<file path="src/rtl/timestamp_capture_pkg.sv">
// Shared widths and the record layout for the timestamp capture block.
package timestamp_capture_pkg;

  localparam int TS_W   = 64;
  localparam int SEQ_W  = 16;
  localparam int CH_W   = 3;
  localparam int DROP_W = 16;
  localparam int REC_W  = CH_W + SEQ_W + TS_W;

  // Record as stored in the FIFO: channel in the MSBs, timestamp in the LSBs.
  typedef struct packed {
    logic [CH_W-1:0]  ch;
    logic [SEQ_W-1:0] seq;
    logic [TS_W-1:0]  t;
  } rec_t;

  function automatic rec_t rec_pack(input logic [CH_W-1:0]  ch,
                                    input logic [SEQ_W-1:0] seq,
                                    input logic [TS_W-1:0]  ts);
    rec_t r;
    r.ch  = ch;
    r.seq = seq;
    r.t   = ts;
    return r;
  endfunction

endpackage

</file>
<file path="src/rtl/timestamp_capture_fifo.sv">
// Synchronous first-word-fall-through FIFO; DEPTH must be a power of 2.
// A push while full is accepted only when a pop happens in the same cycle.
module timestamp_capture_fifo #(
  parameter int WIDTH = 83,
  parameter int DEPTH = 8
) (
  input  logic                     clk125,
  input  logic                     rst,
  input  logic                     push,
  input  logic                     pop,
  input  logic [WIDTH-1:0]         din,
  output logic [WIDTH-1:0]         dout,
  output logic                     empty,
  output logic                     full,
  output logic [$clog2(DEPTH):0]   level
);

  localparam int AW = $clog2(DEPTH);

  logic [WIDTH-1:0] r_mem [DEPTH];
  logic [AW-1:0]    r_wr;
  logic [AW-1:0]    r_rd;
  logic [AW:0]      r_cnt;
  logic             w_do_push;
  logic             w_do_pop;

  assign empty     = (r_cnt == '0);
  assign full      = (r_cnt == (AW+1)'(DEPTH));
  assign level     = r_cnt;
  assign dout      = r_mem[r_rd];
  assign w_do_pop  = pop & ~empty;
  assign w_do_push = push & (~full | w_do_pop);

  // Pointer and occupancy bookkeeping
  always_ff @(posedge clk125) begin
    if (rst) begin
      r_wr  <= '0;
      r_rd  <= '0;
      r_cnt <= '0;
    end else begin
      if (w_do_push) r_wr <= r_wr + AW'(1);
      if (w_do_pop)  r_rd <= r_rd + AW'(1);
      case ({w_do_push, w_do_pop})
        2'b10:   r_cnt <= r_cnt + (AW+1)'(1);
        2'b01:   r_cnt <= r_cnt - (AW+1)'(1);
        default: r_cnt <= r_cnt;
      endcase
    end
  end

  // Storage array; contents are meaningless while empty, so no reset
  always_ff @(posedge clk125) begin
    if (w_do_push) r_mem[r_wr] <= din;
  end

endmodule

</file>
<file path="src/rtl/timestamp_capture.sv">
// Captures the usec timestamp on qualified rising edges of async trigger
// pins and queues {channel, seq, timestamp} records for a valid/ready reader.
module timestamp_capture
  import timestamp_capture_pkg::*;
#(
  parameter int N_CH       = 2,
  parameter int MIN_PULSE  = 4,
  parameter int FIFO_DEPTH = 8
) (
  input  logic                          clk125,
  input  logic                          rst,
  input  logic [TS_W-1:0]               t,
  input  logic [N_CH-1:0]               trig,
  input  logic [N_CH-1:0]               trig_en,
  output logic                          out_valid,
  input  logic                          out_ready,
  output logic [CH_W-1:0]               out_ch,
  output logic [SEQ_W-1:0]              out_seq,
  output logic [TS_W-1:0]               out_t,
  output logic [DROP_W-1:0]             drop_cnt,
  output logic [$clog2(FIFO_DEPTH):0]   fifo_level
);

  // Down-counter only needs to hold MIN_PULSE-1.
  localparam int CNT_W = (MIN_PULSE < 2) ? 1 : $clog2(MIN_PULSE);

  logic [N_CH-1:0]   r_sync1;
  logic [N_CH-1:0]   r_sync2;
  logic [N_CH-1:0]   r_s_d;
  logic [N_CH-1:0]   r_active;
  logic [CNT_W-1:0]  r_left   [N_CH];
  logic [TS_W-1:0]   r_hold_t [N_CH];
  logic [N_CH-1:0]   r_pend;
  logic [TS_W-1:0]   r_pend_t [N_CH];
  logic [SEQ_W-1:0]  r_seq;
  logic [DROP_W-1:0] r_drop;

  logic [N_CH-1:0]   w_edge;
  logic [N_CH-1:0]   w_qual;
  logic [TS_W-1:0]   w_cap_t  [N_CH];
  logic [N_CH-1:0]   w_win_oh;
  logic [CH_W-1:0]   w_win_ch;
  logic [TS_W-1:0]   w_win_t;
  logic              w_any_pend;
  logic              w_push;
  logic              w_pop;
  logic              w_full;
  logic              w_empty;
  logic [3:0]        w_drop_n;
  logic [DROP_W:0]   w_drop_sum;
  rec_t              w_din;
  rec_t              w_dout;

  // Two-flop synchronizer plus a delayed copy of the synced level for edge detect
  always_ff @(posedge clk125) begin
    if (rst) begin
      r_sync1 <= '0;
      r_sync2 <= '0;
      r_s_d   <= '0;
    end else begin
      r_sync1 <= trig;
      r_sync2 <= r_sync1;
      r_s_d   <= r_sync2;
    end
  end

  // Edge detection keeps running while disabled so re-enable needs a fresh 0->1
  assign w_edge = r_sync2 & ~r_s_d & trig_en;

  // Pulse-width filter: arm at the edge, count down while the level stays high
  always_ff @(posedge clk125) begin
    if (rst) begin
      r_active <= '0;
      for (int i = 0; i < N_CH; i++) begin
        r_left[i]   <= '0;
        r_hold_t[i] <= '0;
      end
    end else begin
      for (int i = 0; i < N_CH; i++) begin
        if (!trig_en[i] || !r_sync2[i]) begin
          r_active[i] <= 1'b0;
        end else if (w_edge[i]) begin
          r_hold_t[i] <= t;
          r_active[i] <= 1'(MIN_PULSE > 1);
          r_left[i]   <= CNT_W'(MIN_PULSE - 1);
        end else if (r_active[i]) begin
          if (r_left[i] == CNT_W'(1)) r_active[i] <= 1'b0;
          else                        r_left[i]   <= r_left[i] - CNT_W'(1);
        end
      end
    end
  end

  // Qualification strobe and the edge timestamp that travels with it
  always_comb begin
    w_qual = '0;
    for (int i = 0; i < N_CH; i++) begin
      w_cap_t[i] = (MIN_PULSE == 1) ? t : r_hold_t[i];
      if (MIN_PULSE == 1) w_qual[i] = w_edge[i];
      else w_qual[i] = trig_en[i] & r_sync2[i] & r_active[i] & (r_left[i] == CNT_W'(1));
    end
  end

  // Fixed-priority arbiter: lowest pending channel wins the single push slot
  always_comb begin
    w_win_oh = '0;
    w_win_ch = '0;
    w_win_t  = '0;
    for (int i = N_CH - 1; i >= 0; i--) begin
      if (r_pend[i]) begin
        w_win_oh    = '0;
        w_win_oh[i] = 1'b1;
        w_win_ch    = CH_W'(i);
        w_win_t     = r_pend_t[i];
      end
    end
  end

  assign w_any_pend = |r_pend;
  assign w_pop      = ~w_empty & out_ready;
  assign w_push     = w_any_pend & (~w_full | w_pop);
  assign w_din      = rec_pack(w_win_ch, r_seq, w_win_t);

  // Pending slot per channel; a qualification that finds the slot busy is dropped
  always_ff @(posedge clk125) begin
    if (rst) begin
      r_pend <= '0;
      for (int i = 0; i < N_CH; i++) r_pend_t[i] <= '0;
    end else begin
      for (int i = 0; i < N_CH; i++) begin
        if (!trig_en[i]) begin
          r_pend[i] <= 1'b0;
        end else if (w_qual[i] && !r_pend[i]) begin
          r_pend[i]   <= 1'b1;
          r_pend_t[i] <= w_cap_t[i];
        end else if (w_push && w_win_oh[i]) begin
          r_pend[i] <= 1'b0;
        end
      end
    end
  end

  // Number of channels dropping an event this cycle, added with saturation
  always_comb begin
    w_drop_n = '0;
    for (int i = 0; i < N_CH; i++) begin
      w_drop_n = w_drop_n + {3'b000, w_qual[i] & r_pend[i]};
    end
    w_drop_sum = {1'b0, r_drop} + (DROP_W+1)'(w_drop_n);
  end

  // Sequence number advances only on an actual push; drop counter saturates
  always_ff @(posedge clk125) begin
    if (rst) begin
      r_seq  <= '0;
      r_drop <= '0;
    end else begin
      if (w_push) r_seq <= r_seq + SEQ_W'(1);
      if (w_drop_sum[DROP_W]) r_drop <= '1;
      else                    r_drop <= w_drop_sum[DROP_W-1:0];
    end
  end

  timestamp_capture_fifo #(
    .WIDTH (REC_W),
    .DEPTH (FIFO_DEPTH)
  ) u_fifo (
    .clk125 (clk125),
    .rst    (rst),
    .push   (w_push),
    .pop    (w_pop),
    .din    (w_din),
    .dout   (w_dout),
    .empty  (w_empty),
    .full   (w_full),
    .level  (fifo_level)
  );

  // Record fields are forced to zero while nothing is queued
  assign out_valid = ~w_empty;
  assign out_ch    = w_empty ? '0 : w_dout.ch;
  assign out_seq   = w_empty ? '0 : w_dout.seq;
  assign out_t     = w_empty ? '0 : w_dout.t;
  assign drop_cnt  = r_drop;

endmodule

</file>
<file path="config.mk">
export PLATFORM = sky130hd
export DESIGN_NAME = timestamp_capture
export DESIGN_NICKNAME = d
export VERILOG_FILES = /design/src/rtl/timestamp_capture_pkg.sv /design/src/rtl/timestamp_capture_fifo.sv /design/src/rtl/timestamp_capture.sv
export SDC_FILE = /design/constraint.sdc
export NUM_CORES = 1
export LEC_CHECK = 0
export CAP_MARGIN = 5
export CORE_MARGIN = 2
export CORE_UTILIZATION = 60
export DETAILED_ROUTE_END_ITERATION = 10
export PLACE_DENSITY = 0.79
export SYNTH_ARGS = -nofsm -noshare
export SYNTH_HDL_FRONTEND = slang
export SYNTH_SLANG_ARGS = --single-unit
</file>
<file path="constraint.sdc">
create_clock -name clk125 -period 15.4 [get_ports clk125]
set_input_delay 2.31 -clock clk125 [delete_from_list [all_inputs] [get_ports clk125]]
set_output_delay 2.31 -clock clk125 [all_outputs]
set_load 0.005 [all_outputs]
</file>
==> impl_metrics.toml <==
[status]
status = "finished clean"

[sta]
finalCritPeriodShare_pct = 39.1
fin_ws_ns = 9.37
hold_viol_final = 0
fin_skew_ns = 0.0193
rsz0062_at_grt = "false"
min_period_ns = 6.03
relSlewSlack_pct = 22.2
tightest_slew_ns = 1.17
holdWs_ns = 0.437
slew_violations = 0
final.setup.tns_ns = 0
clock.fmax_mhz = 166
setup_violations = 0

[detailed_routing]
firstDrtPassIters = 5
viasPerCell = 6.10
wl_per_cell_um = 25.1
drcViolationCount = 0
ant_nets = 0
wl_mm = 74.1
drtIter0Drc = 1763
vias = 18000

[critical_path]
cpLargestDelayFamily = "buffers and inverters"
cp_slowest_stage_delay_ns = 0.68
cp.arrival_ns = 3.72
setup.worst_path.start_class = "flip-flop"
crit_type = "flip-flop to output port"
worst-path-buf-inv = 3
crit_chain = "buf_4, buf_4, mux2i_1, nor2_1, clkdlybuf4s50_1"
cp_slowest_cell = "dfxtp_4"
crit_top_cell = "buf_4"
critPathMaxFanout = 29
end_kind = "output port"
required_ns = 13.09
r2r_slack_ns = 11.38

[grt]
track_usage_pct = 23.9
grt_pass1_wl_mm = 113
grt_max_degree = 129
grt.overflow.total = 0
grt_pass1_vias = 18800
antenna_found_initial = 2

[cts]
cts.sinks = 963
cts_setup_buffers = 0
htreeDepth = 3
clkTransAtPathRegs_ns = 0.06
post_cts_resized = 0
cts_buffers = 91
cts_root_buf = "clkbuf_16"
hold_buffers = 0
clk_latency_ns = 0.63
tritoncts = "built"
clk_path_buf_depth = 3

[die]
start_util_pct = 61.0
die_y_um = 252
io_pins = 175
die_area_um2 = 63600
die_w_um = 252
core_um2 = 60600
rows = 90

[finish]
final_nets = 2169
final.fill_count = 3658
area_growth_pct = 14.8
drive_above_1_share_pct = 16.9
antennaDiodeCount = 0

[power_and_ir_drop]
p_per_area_nw_per_um2 = 119
finalPower_mw = 5.06
vdd_drop_max_mv = 0.103
leakage_nw = 14.5

[place]
hpwl_mm = 39.9
pre_cts_ws_ns = 9.67
place.port_buffers = 172
gp_congestion = 0.750

[hold_path]
hp-class = "flip-flop to flip-flop"

[logic_synthesis]
synth_ff_type = "edfxtp_1"
synth_top_area_share_pct = 73.8
synthArstFlopShare_pct = 0
syn_area_per_cell_um2 = 19.5
synth_top_cell_by_area = "edfxtp_1"
yosysWarningCount = 0
syn_area_um2 = 37000
ys_seq_area_share_pct = 76.8
ys_top_cells_by_area = "edfxtp_1 74%, mux4_2 9.9%, and2_1 3.3%, dfxtp_1 3.0%, mux2i_1 2.3%"
synth_seq_cells = 963
synth_edf_count = 908
yosysMostFrequentCell = "edfxtp_1"
syn_inst = 1891
synth_common_cells = "908 x edfxtp_1, 193 x and2_1, 162 x mux4_2"
ys_types = 56

[run]
cap_violations = 0
==> per-stage QoR <==
stage / instance area, µm² / instances / utilization, %
after floorplan: 37000 / 1892 / -
after global placement: 39600 / 2777 / 65.3
after detailed placement: 39600 / 2777 / 65.3
after CTS: 42400 / 2946 / 70.0
after global routing: 42400 / 2946 / 70.0
final: 42400 / 2946 / 70.0
==> state kept, by name (all words and copies together), names as in the netlist, 4 cells and up, named ones only <==
signal / flops
u_fifo.r_mem: 648
drop_cnt: 16
r_left: 4
r_seq: 16
r_hold_t: 128
u_fifo.level: 4
r_pend_t: 128
==> report_power, final <==
part | internal (mW) | total (mW) | switching (mW)
sequential | 2.86 | 2.87 | 0.00769
clock | 1.21 | 2.14 | 0.932
combinational | 0.0207 | 0.0525 | 0.0318
==> cell families (layout without fill, tap and decap cells) <==
logic type	after synthesis	count (layout)	synth area share, %
simple gates	402	402	6.06
fa+ha+maj	10	10	0.359
buf+inv	119	391	1.45
xor+xnor	23	23	0.565
compound gates	124	124	2.56
mux	249	249	12.2
flops	963	963	76.8
other cells	1	2	0.0101
==> worst paths after layout <==
kind	startpoint	cells after the start	end
worst max-delay path	flip-flop	5	out_seq[1]
worst min-delay path	r_sync1[0]	1	r_sync2[0]
worst max register to register	u_fifo.level[0]	12	u_fifo.level[2]
worst min register to register	r_sync1[0]	1	r_sync2[0]
==> layer usage <==
metal | wire length (µm) | up-vias | global-route usage, %
met2 | 38900 | 661 | 41.4
met5 | 0 | - | 0
met3 | 4730 | 101 | 3.47
li1 | - | 7880 | -
met1 | 28800 | 9325 | 31.8
met4 | 1630 | 0 | 7.13
==> placed cells by master, fill, tap and decap left out, types with 3 or more instances in the layout <==
master / n
clkinvlp_4: 6
nor4_1: 4
nand2_1: 14
clkbuf_1: 19
or4_1: 8
ha_1: 9
a211oi_1: 5
o21ai_0: 5
a21oi_1: 25
nand2b_1: 9
and4_1: 3
o21ai_1: 3
clkinv_1: 13
mux4_2: 162
and2_1: 193
dfxtp_1: 51
nand3_1: 11
o221ai_1: 3
nor2b_1: 12
inv_1: 11
clkinv_2: 25
a22o_1: 64
nor2_1: 107
o31ai_1: 6
clkdlybuf4s50_1: 171
dfxtp_4: 4
inv_6: 5
nor3_1: 6
clkbuf_16: 91
nand4_1: 8
bufinv_16: 7
xnor2_1: 11
or3_1: 3
xor2_1: 11
mux2i_1: 86
nand2b_4: 4
edfxtp_1: 908
buf_4: 37
==> cell type report <==
type                            count  area (µm²)  area share, %
Clock buffer                      110        2350           5.54
Clock inverter                     59         514           1.21
Inverter                           13        48.8          0.115
Multi-Input combinational cell    810        8160           19.2
Sequential cell                   963       28400           66.9
Tap cell                          782         978           2.31
Timing Repair Buffer              209        1990           4.70
Power figures use the tool's default switching activity.
